File: src/rtl/bitnet_pkg.sv
`default_nettype none
//============================================================================
// Package : bitnet_pkg
// Brief   : Shared types and width helpers for the fc sequencer datapath.
// Rev     : 1.0 - initial release
//============================================================================
package bitnet_pkg;

    typedef enum logic [2:0] {
        ST_IDLE       = 3'd0,
        ST_FWD_LAUNCH = 3'd1,
        ST_FWD_WAIT   = 3'd2,
        ST_RESULT     = 3'd3,
        ST_BK_LAUNCH  = 3'd4,
        ST_BK_WAIT    = 3'd5
    } fc_state_t;

    // Ceiling log2, never below 1 so it can size a register directly.
    function automatic int clog2(input int value);
        int result;
        result = 1;
        for (int i = 1; i < 31; i++) begin
            if ((1 << i) < value) result = i + 1;
        end
        return result;
    endfunction

    function automatic int clog3(input int value);
        int     result;
        longint span;
        result = 0;
        span   = 1;
        for (int i = 0; i < 21; i++) begin
            if (span < longint'(value)) begin
                span   = span * 3;
                result = i + 1;
            end
        end
        return result;
    endfunction

endpackage
`default_nettype wire

File: src/rtl/popcount.sv
`default_nettype none
//============================================================================
// Module : popcount
// Brief  : Combinational count of set bits in an N-bit vector.
// Rev    : 1.0 - initial release
//============================================================================
module popcount
    import bitnet_pkg::*;
#(
    parameter int N = 27
) (
    input  logic [N-1:0]          i_bits,
    output logic [clog2(N+1)-1:0] o_count
);

    localparam int c_cnt_w = clog2(N + 1);

    always_comb begin
        o_count = '0;
        for (int i = 0; i < N; i++) begin
            o_count = o_count + c_cnt_w'(i_bits[i]);
        end
    end

endmodule
`default_nettype wire

File: src/rtl/fc_sequencer.sv
`default_nettype none
//============================================================================
// Module : fc_sequencer
// Brief  : Launches fc forward/backward passes per sample and returns result.
// Rev    : 1.0 - initial release
//============================================================================
module fc_sequencer
    import bitnet_pkg::*;
#(
    parameter int N       = 27,
    parameter int TIMEOUT = 64,
    parameter int OSC_DIV = 4,
    parameter int COUNT_W = 16
) (
    input  logic                  clk_in,
    input  logic                  rst_in,
    input  logic                  in_valid,
    output logic                  in_ready,
    input  logic [N-1:0]          in_data,
    input  logic [N-1:0]          in_target,
    input  logic                  in_train,
    output logic [N-1:0]          fin,
    output logic [N-1:0]          bin,
    output logic                  fd_prop,
    output logic                  bk_prop,
    input  logic                  fd_prop_done,
    input  logic                  bk_prop_done,
    input  logic [N-1:0]          fout,
    output logic                  oscillator,
    output logic                  out_valid,
    input  logic                  out_ready,
    output logic [N-1:0]          out_data,
    output logic [clog2(N+1)-1:0] out_err,
    output logic                  busy,
    output logic                  timeout_err,
    output logic [COUNT_W-1:0]    sample_count
);

    localparam int c_err_w  = clog2(N + 1);
    localparam int c_wait_w = clog2(TIMEOUT + 1);
    localparam int c_osc_w  = clog2(OSC_DIV + 1);
    localparam logic [c_wait_w-1:0] c_wait_last = c_wait_w'(TIMEOUT - 1);
    localparam logic [c_osc_w-1:0]  c_osc_last  = c_osc_w'(OSC_DIV - 1);

    fc_state_t           r_state;
    logic                r_train;
    logic [c_wait_w-1:0] r_wait_cnt;
    logic [c_osc_w-1:0]  r_osc_cnt;
    logic [N-1:0]        w_diff;
    logic [c_err_w-1:0]  w_err;

    // bin holds the captured target, so the mismatch is taken against it.
    assign w_diff = fout ^ bin;

    popcount #(
        .N (N)
    ) u_popcount (
        .i_bits  (w_diff),
        .o_count (w_err)
    );

    always_ff @(posedge clk_in) begin
        if (!rst_in) begin
            r_state      <= ST_IDLE;
            r_train      <= 1'b0;
            r_wait_cnt   <= '0;
            r_osc_cnt    <= '0;
            in_ready     <= 1'b1;
            fin          <= '0;
            bin          <= '0;
            fd_prop      <= 1'b0;
            bk_prop      <= 1'b0;
            oscillator   <= 1'b0;
            out_valid    <= 1'b0;
            out_data     <= '0;
            out_err      <= '0;
            busy         <= 1'b0;
            timeout_err  <= 1'b0;
            sample_count <= '0;
        end else begin
            fd_prop <= 1'b0;
            bk_prop <= 1'b0;
            case (r_state)
                ST_IDLE: begin
                    if (in_valid) begin
                        fin      <= in_data;
                        bin      <= in_target;
                        r_train  <= in_train;
                        fd_prop  <= 1'b1;
                        in_ready <= 1'b0;
                        busy     <= 1'b1;
                        r_state  <= ST_FWD_LAUNCH;
                    end
                end
                ST_FWD_LAUNCH: begin
                    r_wait_cnt <= '0;
                    r_state    <= ST_FWD_WAIT;
                end
                ST_FWD_WAIT: begin
                    // done is tested first so it wins on the last wait cycle
                    if (fd_prop_done) begin
                        out_data  <= fout;
                        out_err   <= w_err;
                        out_valid <= 1'b1;
                        r_state   <= ST_RESULT;
                    end else if (r_wait_cnt == c_wait_last) begin
                        timeout_err <= 1'b1;
                        busy        <= 1'b0;
                        in_ready    <= 1'b1;
                        r_state     <= ST_IDLE;
                    end else begin
                        r_wait_cnt <= r_wait_cnt + c_wait_w'(1);
                    end
                end
                ST_RESULT: begin
                    if (out_ready) begin
                        out_valid    <= 1'b0;
                        sample_count <= sample_count + COUNT_W'(1);
                        if (r_train) begin
                            bk_prop <= 1'b1;
                            r_state <= ST_BK_LAUNCH;
                        end else begin
                            busy     <= 1'b0;
                            in_ready <= 1'b1;
                            r_state  <= ST_IDLE;
                        end
                    end
                end
                ST_BK_LAUNCH: begin
                    r_wait_cnt <= '0;
                    r_osc_cnt  <= '0;
                    r_state    <= ST_BK_WAIT;
                end
                ST_BK_WAIT: begin
                    if (bk_prop_done) begin
                        busy     <= 1'b0;
                        in_ready <= 1'b1;
                        r_state  <= ST_IDLE;
                    end else if (r_wait_cnt == c_wait_last) begin
                        timeout_err <= 1'b1;
                        busy        <= 1'b0;
                        in_ready    <= 1'b1;
                        r_state     <= ST_IDLE;
                    end else begin
                        r_wait_cnt <= r_wait_cnt + c_wait_w'(1);
                        if (r_osc_cnt == c_osc_last) begin
                            oscillator <= ~oscillator;
                            r_osc_cnt  <= '0;
                        end else begin
                            r_osc_cnt <= r_osc_cnt + c_osc_w'(1);
                        end
                    end
                end
                default: begin
                    busy     <= 1'b0;
                    in_ready <= 1'b1;
                    r_state  <= ST_IDLE;
                end
            endcase
        end
    end

endmodule
`default_nettype wire

File: config.mk
export PLATFORM = sky130hd
export DESIGN_NAME = fc_sequencer
export DESIGN_NICKNAME = d
export VERILOG_FILES = /design/src/rtl/bitnet_pkg.sv /design/src/rtl/popcount.sv /design/src/rtl/fc_sequencer.sv
export SDC_FILE = /design/constraint.sdc
export NUM_CORES = 1
export LEC_CHECK = 0
export BUFFER_PORTS_ARGS = -buffer_cell sky130_fd_sc_hd__clkbuf_2
export CORE_MARGIN = 2
export CORE_UTILIZATION = 50
export CTS_BUF_LIST = sky130_fd_sc_hd__clkbuf_8 sky130_fd_sc_hd__clkbuf_16
export DETAILED_ROUTE_END_ITERATION = 10
export GPL_ROUTABILITY_DRIVEN = 0
export GPL_TIMING_DRIVEN = 1
export PLACE_DENSITY_LB_ADDON = 0.12
export RECOVER_POWER = 25
export SYNTH_ARGS = -nofsm -noshare
export SYNTH_HDL_FRONTEND = slang
export SYNTH_HIERARCHICAL = 1
export SYNTH_SLANG_ARGS = --single-unit
File: constraint.sdc
create_clock -name clk_in -period 7.6 [get_ports clk_in]
set_input_delay 2.28 -clock clk_in [delete_from_list [all_inputs] [get_ports clk_in]]
set_output_delay 2.28 -clock clk_in [all_outputs]
set_load 0.03 [all_outputs]
==> results.md, run 1 <==
* Outcome: complete, but fails checks
* Failing checks: capacitance limit, slew limit
* Clk Latency, worst-skew pair at 410 ps
* H-tree depth at 4
* Synthesized area per cell at 8.22 um^2
* Chip height at 110 um
* Num rows at 38
* #FFs+latches synth at 123
* First-pass GRT wire length at 22,800 um
* Critical-path cell list: clkbuf_2, xor2_1, inv_1, fa_1, fa_1, fa_1, fa_1, fa_1, fa_1, fa_1, fa_1, nand2b_1, a21oi_1, xor2_1, nand2_1, a21oi_1
* Post-detail-place hpwl at 10,300 um
* Hold buffer count at cts at 0
* Least-Margin Pin Slew at 1730 ps
* Final hold violation count at 0
* FMAX at 146 MHz
* Post-layout min period at 6860 ps
* Top Ports at 197
* Detailed Route WL at 14,600 um
* RSZ-0062 raised after global routing: false
* Peak supply drop at 0.326 mV
* Hold Path Class: flip-flop to flip-flop
* Layout area overhead at 28.0%
* Part of the cycle the worst path needs at 90.3%
* Worst path most repeated cell: fa_1
* Largest net degree at the start of global routing at 69
* PwrDens at 398 nW/um^2
* Cell count after synthesis at 686
* Core area at 10,900 um^2
* Final #Nets at 986
* Number of gates resized after cts at 0
* Via count of the first global-routing pass at 4,922
* CP Buf/Inv Count at 2
* Share of cells above drive strength 1 at 22.0%
* Num CTS Buffers at 17
* Crit-path max FO at 2
* Design Area, Final at 7220 um^2
* Top delay family on crit path: adder cells
* Sequential-to-total area share from yosys stat at 43.7%
* Placed Cells at 989
* Setup Fix Bufs, Post-CTS at 0
* Crit path largest cell delay at 590 ps
* Crit path capture type: flip-flop
* Fin Hold WS at 443 ps
* CP max stage cell: fa_1
* Most frequent cells in the layout: nand2_1 (196), clkbuf_2 (157), dfxtp_1 (123)
* Non-filler instance count after layout at 1,020
* Worst Skew at 4.11 ps
* DRT iter0 DRCs at 266
* Mapped cell area at 5640 um^2
* Placed cell areas at 6670 um^2
* Clk buf depth at 2
* Max Transition Viols Final at 36
* Avg WL per Cell at 14.3 um
* CTS root buf: clkbuf_16
* Vias/cell at 5.16
* Post-route DRC violation count at 0
* Via Count at 5,259
* Setup violators final at 0
* Total design power at 0.00287 W
* Ant. Diodes at 0
* Initial Util at 51.6%
* WP data required at 7900 ps
* Synth Flop Type: dfxtp_1
* Port bufs at 196
* Setup_tns at 0 ps
* Commonest non-fill, non-tap cell in the layout: nand2_1
* GR Util All Layers at 24.3%
* Die area at 12,100 um^2
* EDFF count, synth at 0
* GRT Residual Overflow at 0
* Library cells used by synthesis at 51
* DRT antenna net count at 0
* Initial antenna violation count at 0
* Max capacitance violation total at 2
* Leakage at 3.26 nW
* Async S/R FF share, synth at 0%
* CP Data Arrival Time at 7160 ps
* Mapped Nets at 804
* Die X at 110 um
* CTS clock-pin slew for the worst setup and hold paths at 50 ps
* Clock Sinks at 123
* Slew HR at -15.7%
* First drt pass iteration count at 5
* Kind of critical path: input pin to flip-flop
* Startpoint types: input pin
* CTS tree: yes
* YS warnings at 6
logic make-up (layout without fill, tap and decap cells):
| kind of cell | count (synthesis) | after routing | share of synthesized area (%) |
|---|---|---|---|
| simple gates | 265 | 265 | 20.4 |
| flops | 123 | 123 | 43.7 |
| fa+ha+maj | 30 | 30 | 9.19 |
| buf+inv | 85 | 279 | 5.97 |
| compound gates | 142 | 142 | 14.4 |
| xor+xnor | 39 | 39 | 6.06 |
| mux | 2 | 2 | 0.355 |
synthesized netlist by cell type (3+ instances only):
cell,n,area [um^2]
dfxtp_1,123,2460
xor2_1,34,298
o221ai_1,3,26.3
inv_1,48,180
xnor2_1,5,43.8
nor2_1,20,75.1
fa_1,19,380
buf_2,5,25.0
or3_1,6,37.5
nand2_1,197,739
clkbuf_1,29,109
and3_1,6,37.5
ha_1,11,138
nand3_1,9,45.0
o21ai_0,11,55.1
or4_1,3,22.5
a21oi_1,101,505
nand2b_1,4,25.0
and2_1,6,37.5
o22ai_1,5,31.3
sequential cells by signal, indices dropped and copies added (netlist names), 3 cells and up:
| name | count |
|---|---|
| sample_count | 16 |
| out_data | 27 |
| r_osc_cnt | 3 |
| bin | 27 |
| r_wait_cnt | 7 |
| fin | 27 |
| r_state | 3 |
| out_err | 5 |
metal layers:
metal / GRT usage, % / share of wire, % / vias up / wire length (um)
met1: 29.7 / 43 / 2434 / 6220
met2: 39.4 / 47 / 187 / 6890
met3: 8.11 / 7.7 / 30 / 1130
li1: - / - / 2608 / -
met4: 10.3 / 2.3 / 0 / 334
met5: 0 / 0 / - / 0
stage by stage:
| stage | setup slack (ps) | util [%] |
|---|---|---|
| 3_3_place_gp | 492 | 61.0 |
| 5_1_grt | 515 | 66.0 |
| 3_5_place_dp | 393 | 61.0 |
| 2_1_floorplan | 734 | - |
| 6_report | 739 | 66.0 |
| 4_1_cts | 811 | 66.5 |
final timing paths:
path / startpoint / to / slack, ps / cells past startpoint
min reg2reg: r_wait_cnt[6] / r_wait_cnt[6] / 440 / 1
max reg2reg: bin[0] / out_err[4] / 2300 / 15
max: fout[0] / out_err[4] / 740 / 16
min: r_wait_cnt[6] / r_wait_cnt[6] / 440 / 1
worst register-to-register path, delay by kind of cell (launching register included):
kind                       cells  cell delay, ps
adders and majority gates      8            3830
DFF                            1             380
AOI/OAI and AO/OA              2             350
xor gates and xnor gates       2             320
and+or+nand+nor                2             240
buffers and inverters          1              80
cell type report:
cell class                 instances  area, um^2
fill                             978        3720
multi-input combinational        478        2840
sequential                       123        2460
timing repair buffer             199         951
clock buffer                      18         439
inverter                          49         185
tap                              140         175
clock inverter                    13         160
report_power, final:
group	internal, W	switching, W	leakage [nW]	total, W
clock network	0.000546	0.000277	0.314	0.000824
logic	0.000579	0.000742	1.95	0.00132
registers	0.000694	0.0000359	1.00	0.000730
(Power assumes the default switching activity.)
==> run 2: changes to the inputs <==
==> constraint.sdc (replaced) <==
create_clock -name clk_in -period 7.6 [get_ports clk_in]
set_input_delay 1.52 -clock clk_in [delete_from_list [all_inputs] [get_ports clk_in]]
set_output_delay 1.52 -clock clk_in [all_outputs]
set_load 0.03 [all_outputs]
==> run 2 against run 1 <==
Net effect: global-route usage is 0.35 points lower; sequential share of layout area fell by 0.26 points; power increased by 2.1%; flip-flop and latch count stayed put; critical path depth did not move; the run still ends with capacitance limit, slew limit left; design area rose by 0.76%; critical endpoint unchanged; core utilization is 0.50 points higher; fmax is 12% higher; wire length shrank 1.5%.
==> results.md, run 2 (synthesized netlist as in run 1, its figures left out) <==
* Setup violators final at 0 (unchanged)
* Peak supply drop at 0.302 mV (-7.5%)
* CTS tree: yes
* Clk Latency, worst-skew pair at 410 ps (about the same)
* Final hold violation count at 0 (unchanged)
* Post-detail-place hpwl at 10,200 um (-0.65%)
* Die area at 12,100 um^2 (unchanged)
* Most frequent cells in the layout: nand2_1 (196), clkbuf_2 (153), dfxtp_1 (123)
* Placed Cells at 989 (unchanged)
* Initial antenna violation count at 0 (unchanged)
* Kind of critical path: input pin to flip-flop
* GR Util All Layers at 24.0% (-0.35 points)
* R2R depth at 15 (unchanged)
* Fin Hold WS at 440 ps (-2.81 ps)
* FMAX at 164 MHz (+12%)
* Least-Margin Pin Slew at 1710 ps (-26.6 ps)
* Non-filler instance count after layout at 1,021 (+0.098%)
* Worst path most repeated cell: fa_1
* Setup Fix Bufs, Post-CTS at 0 (unchanged)
* DRT iter0 DRCs at 268 (+0.75%)
* CP Data Arrival Time at 6410 ps (-750 ps)
* RSZ-0062 raised after global routing: false
* Hold Crit Depth at 1 (unchanged)
* Top Ports at 197 (unchanged)
* Crit path largest cell delay at 580 ps (about the same)
* Total design power at 0.00293 W (+2.1%)
* Via Count at 5,212 (-0.89%)
* Post-route DRC violation count at 0 (unchanged)
* PwrDens at 403 nW/um^2 (+1.3%)
* Via count of the first global-routing pass at 4,915 (-0.14%)
* Num CTS Buffers at 17 (unchanged)
* Critical-path cell list: clkbuf_2, xor2_1, inv_1, fa_1, fa_1, fa_1, fa_1, fa_1, fa_1, fa_1, fa_1, nand2b_1, a21oi_1, xor2_1, nand2_1, a21oi_1
* CTS clock-pin slew for the worst setup and hold paths at 50 ps (about the same)
* Initial Util at 51.6% (unchanged)
* Worst Skew at 6.72 ps (+2.61 ps)
* DRT antenna net count at 0 (unchanged)
* Failing checks: capacitance limit, slew limit
* Setup_tns at 0 ps (unchanged)
* Hold Path Class: flip-flop to flip-flop
* Final #Nets at 986 (unchanged)
* Detailed Route WL at 14,400 um (-1.5%)
* Max capacitance violation total at 2 (unchanged)
* First drt pass iteration count at 5 (unchanged)
* Port bufs at 196 (unchanged)
* GRT Residual Overflow at 0 (unchanged)
* Crit path capture type: flip-flop
* Hold buffer count at cts at 0 (unchanged)
* Ant. Diodes at 0 (unchanged)
* Avg WL per Cell at 14.1 um (-1.6%)
* CP max stage cell: fa_1
* CTS root buf: clkbuf_16
* Num rows at 38 (unchanged)
* Outcome: complete, but fails checks
* H-tree depth at 4 (unchanged)
* Top Registers: bin x27, fin x27, out_data x27
* Number of gates resized after cts at 0 (unchanged)
* Post-layout min period at 6110 ps (-749 ps)
* CP Buf/Inv Count at 2 (unchanged)
* Clk buf depth at 2 (unchanged)
* WP data required at 7900 ps (about the same)
* Clock Sinks at 123 (unchanged)
* Design Area, Final at 7270 um^2 (+0.76%)
* Max Transition Viols Final at 36 (unchanged)
* Number of cells on the critical path at 16 (unchanged)
* Layout area overhead at 29.0%
* Crit-path max FO at 2 (unchanged)
* Largest net degree at the start of global routing at 69 (unchanged)
* Slew HR at -13.9% (+1.8 points)
* Part of the cycle the worst path needs at 80.4% (-9.9 points)
* First-pass GRT wire length at 22,700 um (-0.67%)
* Chip height at 110 um (unchanged)
* Commonest non-fill, non-tap cell in the layout: nand2_1
* Share of cells above drive strength 1 at 21.8% (-0.25 points)
* Vias/cell at 5.10 (-0.99%)
* Core area at 10,900 um^2 (unchanged)
* Startpoint types: input pin
* Placed cell areas at 6670 um^2 (unchanged)
* Top delay family on crit path: adder cells
* Leakage at 3.26 nW (about the same)
* Die X at 110 um (unchanged)
run 2: changes by cell type in the layout (fill, tap and decap cells not counted):
cell,change
clkinv_2,-2
clkinvlp_4,+2
clkinv_4,+1
inv_1,-2
bufinv_16,+2
clkbuf_1,+4
clkbuf_2,-4
nor4b_1,+1
nor4b_2,-1
run 2: final cells by class:
type / count / area (um^2)
timing repair buffer: 199 / 946
inverter: 49 / 185
clock buffer: 18 / 439
fill: 988 / 3660
tap: 140 / 175
multi-input combinational: 478 / 2840
clock inverter: 14 / 226
sequential: 123 / 2460
run 2: worst paths after layout:
check                startpoint            end  slack [ps]
setup / recovery        fout[0]     out_err[4]        1490
hold / removal    r_wait_cnt[6]  r_wait_cnt[6]         440
setup reg to reg         bin[0]     out_err[4]        2280
hold reg to reg   r_wait_cnt[6]  r_wait_cnt[6]         440
run 2: layer usage:
metal,vias up,GRT usage (%),wire (um)
met5,-,0,0
met4,0,9.02,218
met3,18,6.88,999
met2,171,40.7,6950
met1,2413,28.8,6180
li1,2610,-,-
run 2: metrics by stage:
stage	setup WS (ps)	utilization, %
after floorplan	1490	-
after global placement	1250	61.0
after detailed placement	1150	61.0
after CTS	1570	67.1
after global routing	1280	66.5
final	1490	66.5
run 2: power by group:
group	switching (W)	leakage (nW)	total, W	internal [W]
logic	0.000727	1.93	0.00130	0.000574
registers	0.0000365	1.00	0.000730	0.000694
clock network	0.000283	0.328	0.000902	0.000619
==> run 3: changes to the inputs <==
Clock period 7.6 ns to 5.7 ns, I/O delays scaled along.
==> run 3 against run 2 <==
Net effect: combinational power rose by 52%; first-iteration DRC count down 4.9%; via count rose by 0.61%; critical path type unchanged; setup slack lost 1400 ps; flip-flop and latch count is the same; hold slack improved by 6.3 ps; sequential share of layout area increased by 0.26 points; non-clock buffer count up 2; design area is 0.76% lower; wire length up 0.68%; highest routed layer unchanged; the flow now finishes without violations; clock skew down 1.4 ps.
==> results.md, run 3 (synthesized netlist as in run 1, its figures left out) <==
* Port bufs at 196 (unchanged)
* PwrDens at 554 nW/um^2 (+37%)
* CP Data Arrival Time at 5900 ps (-510 ps)
* Part of the cycle the worst path needs at 97.8%
* Combinational share of power at 49.6% (+5.3 points)
* Hold Startpoint: r_wait_cnt[6]
* Crit path capture type: flip-flop
* Min-Delay Endpoint: r_wait_cnt[6]
* Die area at 12,100 um^2 (unchanged)
* R2R depth at 15 (unchanged)
* CTS tree: yes
* Num rows at 38 (unchanged)
* Top Ports at 197 (unchanged)
* Ant. Diodes at 0 (unchanged)
* Sequential share of power at 24.4% (-0.5 points)
* Layout area overhead at 28.0%
* Worst path most repeated cell: fa_1
* First-pass GRT wire length at 22,700 um (+0.27%)
* Reg2reg end: out_err[4]
* Leakage at 3.23 nW (-1.0%)
* Initial antenna violation count at 0 (unchanged)
* Outcome: finished clean
* Final #Nets at 988 (+0.20%)
* RSZ-0062 raised after global routing: false
* Commonest non-fill, non-tap cell in the layout: nand2_1
* Place WS at -304 ps (-1460 ps)
* Fin worst setup slack at 124 ps (-1360 ps)
* Crit path largest cell delay at 570 ps (about the same)
* DRT iter0 DRCs at 255 (-4.9%)
* Total design power at 0.00400 W (+36%)
* Avg WL per Cell at 14.2 um (+0.68%)
* Setup violators final at 0 (unchanged)
* Core area at 10,900 um^2 (unchanged)
* Switching share of total power at 37.7% (+2.0 points)
* H-tree depth at 4 (unchanged)
* Kind of critical path: input pin to flip-flop
* Worst Skew at 5.32 ps (-1.40 ps)
* GRT Residual Overflow at 0 (unchanged)
* Crit-path max FO at 2 (unchanged)
* DRT antenna net count at 0 (unchanged)
* Detailed Route WL at 14,400 um (+0.68%)
* CTS root buf: clkbuf_16
* WP data required at 6020 ps (-1880 ps)
* Critical register-to-register path startpoint: bin[9]
* Clk network pwr share at 26.0% (-4.8 points)
* Peak supply drop at 0.526 mV (+74%)
* Startpoint types: input pin
* CP max stage cell: fa_1
* Initial Util at 51.6% (unchanged)
* Top delay family on crit path: adder cells
* Die X at 110 um (unchanged)
* Slew HR at 21.6% (+36 points)
* Placed Cells at 991 (+0.20%)
* Fin Hold WS at 446 ps (+6.31 ps)
* Post-layout min period at 5580 ps
* R2R Setup Slk at 560 ps (-1720 ps)
* CTS clock-pin slew for the worst setup and hold paths at 50 ps (about the same)
* Critical-path cell list: clkbuf_2, xor2_1, inv_1, fa_1, fa_1, fa_1, fa_1, fa_1, fa_1, fa_2, fa_2, nand2b_4, a21oi_2, xor2_1, nand2_1, a21oi_1
* Top Registers: bin x27, fin x27, out_data x27
* Least-Margin Pin Slew at 1170 ps (-537 ps)
* Max capacitance violation total at 0 (-2)
* Share of cells above drive strength 1 at 21.9% (+0.11 points)
* Via count of the first global-routing pass at 4,961 (+0.94%)
* Via Count at 5,244 (+0.61%)
* Clk buf depth at 2 (unchanged)
* CP Buf/Inv Count at 2 (unchanged)
* First drt pass iteration count at 5 (unchanged)
* FMAX at 179 MHz
* Clk Latency, worst-skew pair at 410 ps (about the same)
* Setup Fix Bufs, Post-CTS at 0 (unchanged)
* Non-filler instance count after layout at 1,021 (unchanged)
* Cell Int Power at 0.00249 W (+32%)
* GR Util All Layers at 24.1% (+0.14 points)
* Most frequent cells in the layout: nand2_1 (196), clkbuf_2 (147), dfxtp_1 (123)
* Clock Sinks at 123 (unchanged)
* Largest net degree at the start of global routing at 65 (-5.8%)
* Hold Path Class: flip-flop to flip-flop
* Num CTS Buffers at 17 (unchanged)
* Max Transition Viols Final at 0 (-100%)
* Chip height at 110 um (unchanged)
* Psw at 0.00151 W (+44%)
* Setup_tns at 0 ps (unchanged)
* Hold Crit Depth at 1 (unchanged)
* Post-detail-place hpwl at 10,200 um (+0.17%)
* Post-route DRC violation count at 0 (unchanged)
* Final hold violation count at 0 (unchanged)
* Vias/cell at 5.14 (+0.61%)
## run 3: cell count changes in the layout (fill, tap and decap cells not counted), moves of 3 or more
cell and delta:
bufinv_16 -4, clkbuf_8 +3, clkbuf_2 -6, clkinv_2 +3, clkbuf_1 +5, buf_4 +3
## run 3: worst reg2reg max path, stage by stage (launching register included)
cell and delay (ps):
dfxtp_1 380, xor2_1 180, inv_1 80, fa_1 520, fa_1 570, fa_1 450, fa_1 480, fa_1 510
fa_1 430, fa_2 370, fa_2 350, nand2b_4 150, a21oi_2 170, xor2_1 190, nand2_1 80, a21oi_1 130
## run 3: power by group through the flow
stage          clock, W  sequential [W]  combinational (W)
3_5_place_dp          0        0.000991            0.00183
2_1_floorplan         0         0.00110            0.00129
6_report        0.00104        0.000974            0.00198
5_1_grt         0.00110        0.000982            0.00224
4_1_cts         0.00106        0.000974            0.00186
3_3_place_gp          0        0.000986            0.00178
## run 3: cell type report
| class | count | area, um^2 |
|---|---|---|
| Clock inverter | 9 | 96.3 |
| Multi-Input combinational cell | 478 | 2860 |
| Clock buffer | 21 | 480 |
| Tap cell | 140 | 175 |
| Sequential cell | 123 | 2460 |
| Inverter | 49 | 185 |
| Fill cell | 966 | 3720 |
| Timing Repair Buffer | 201 | 957 |
## run 3: how the worst max path moves through the flow
stage,from,to,slack [ps],cells past startpoint
after global routing,fout[9],out_err[4],7,16
after floorplan,fout[17],out_err[4],20,17
after CTS,fout[5],out_err[4],60,16
after detailed placement,fout[5],out_err[4],-300,16
after global placement,fout[0],out_err[4],-200,16
final,fout[9],out_err[4],120,16
## run 3: what timing repair did
action | in CTS | in global routing
resized for setup | 0 | 3
hold buffers | 0 | 0
endpoints found under the setup margin | 0 | 1
## run 3: metal layers
layer	global-route usage, %	vias to the layer above	part of all wire (%)	wire length (um)
met4	10.1	0	1.6	238
met5	0	-	0	0
met1	30.3	2420	43	6260
met3	8.11	22	8.0	1160
met2	38.0	186	47	6790
li1	-	2616	-	-
## run 3: through the flow
step / utilization, % / cell area (um^2)
3_3_place_gp: 61.1 / 6690
3_5_place_dp: 61.1 / 6690
4_1_cts: 66.4 / 7260
5_1_grt: 66.0 / 7220
2_1_floorplan: - / 5640
6_report: 66.0 / 7220
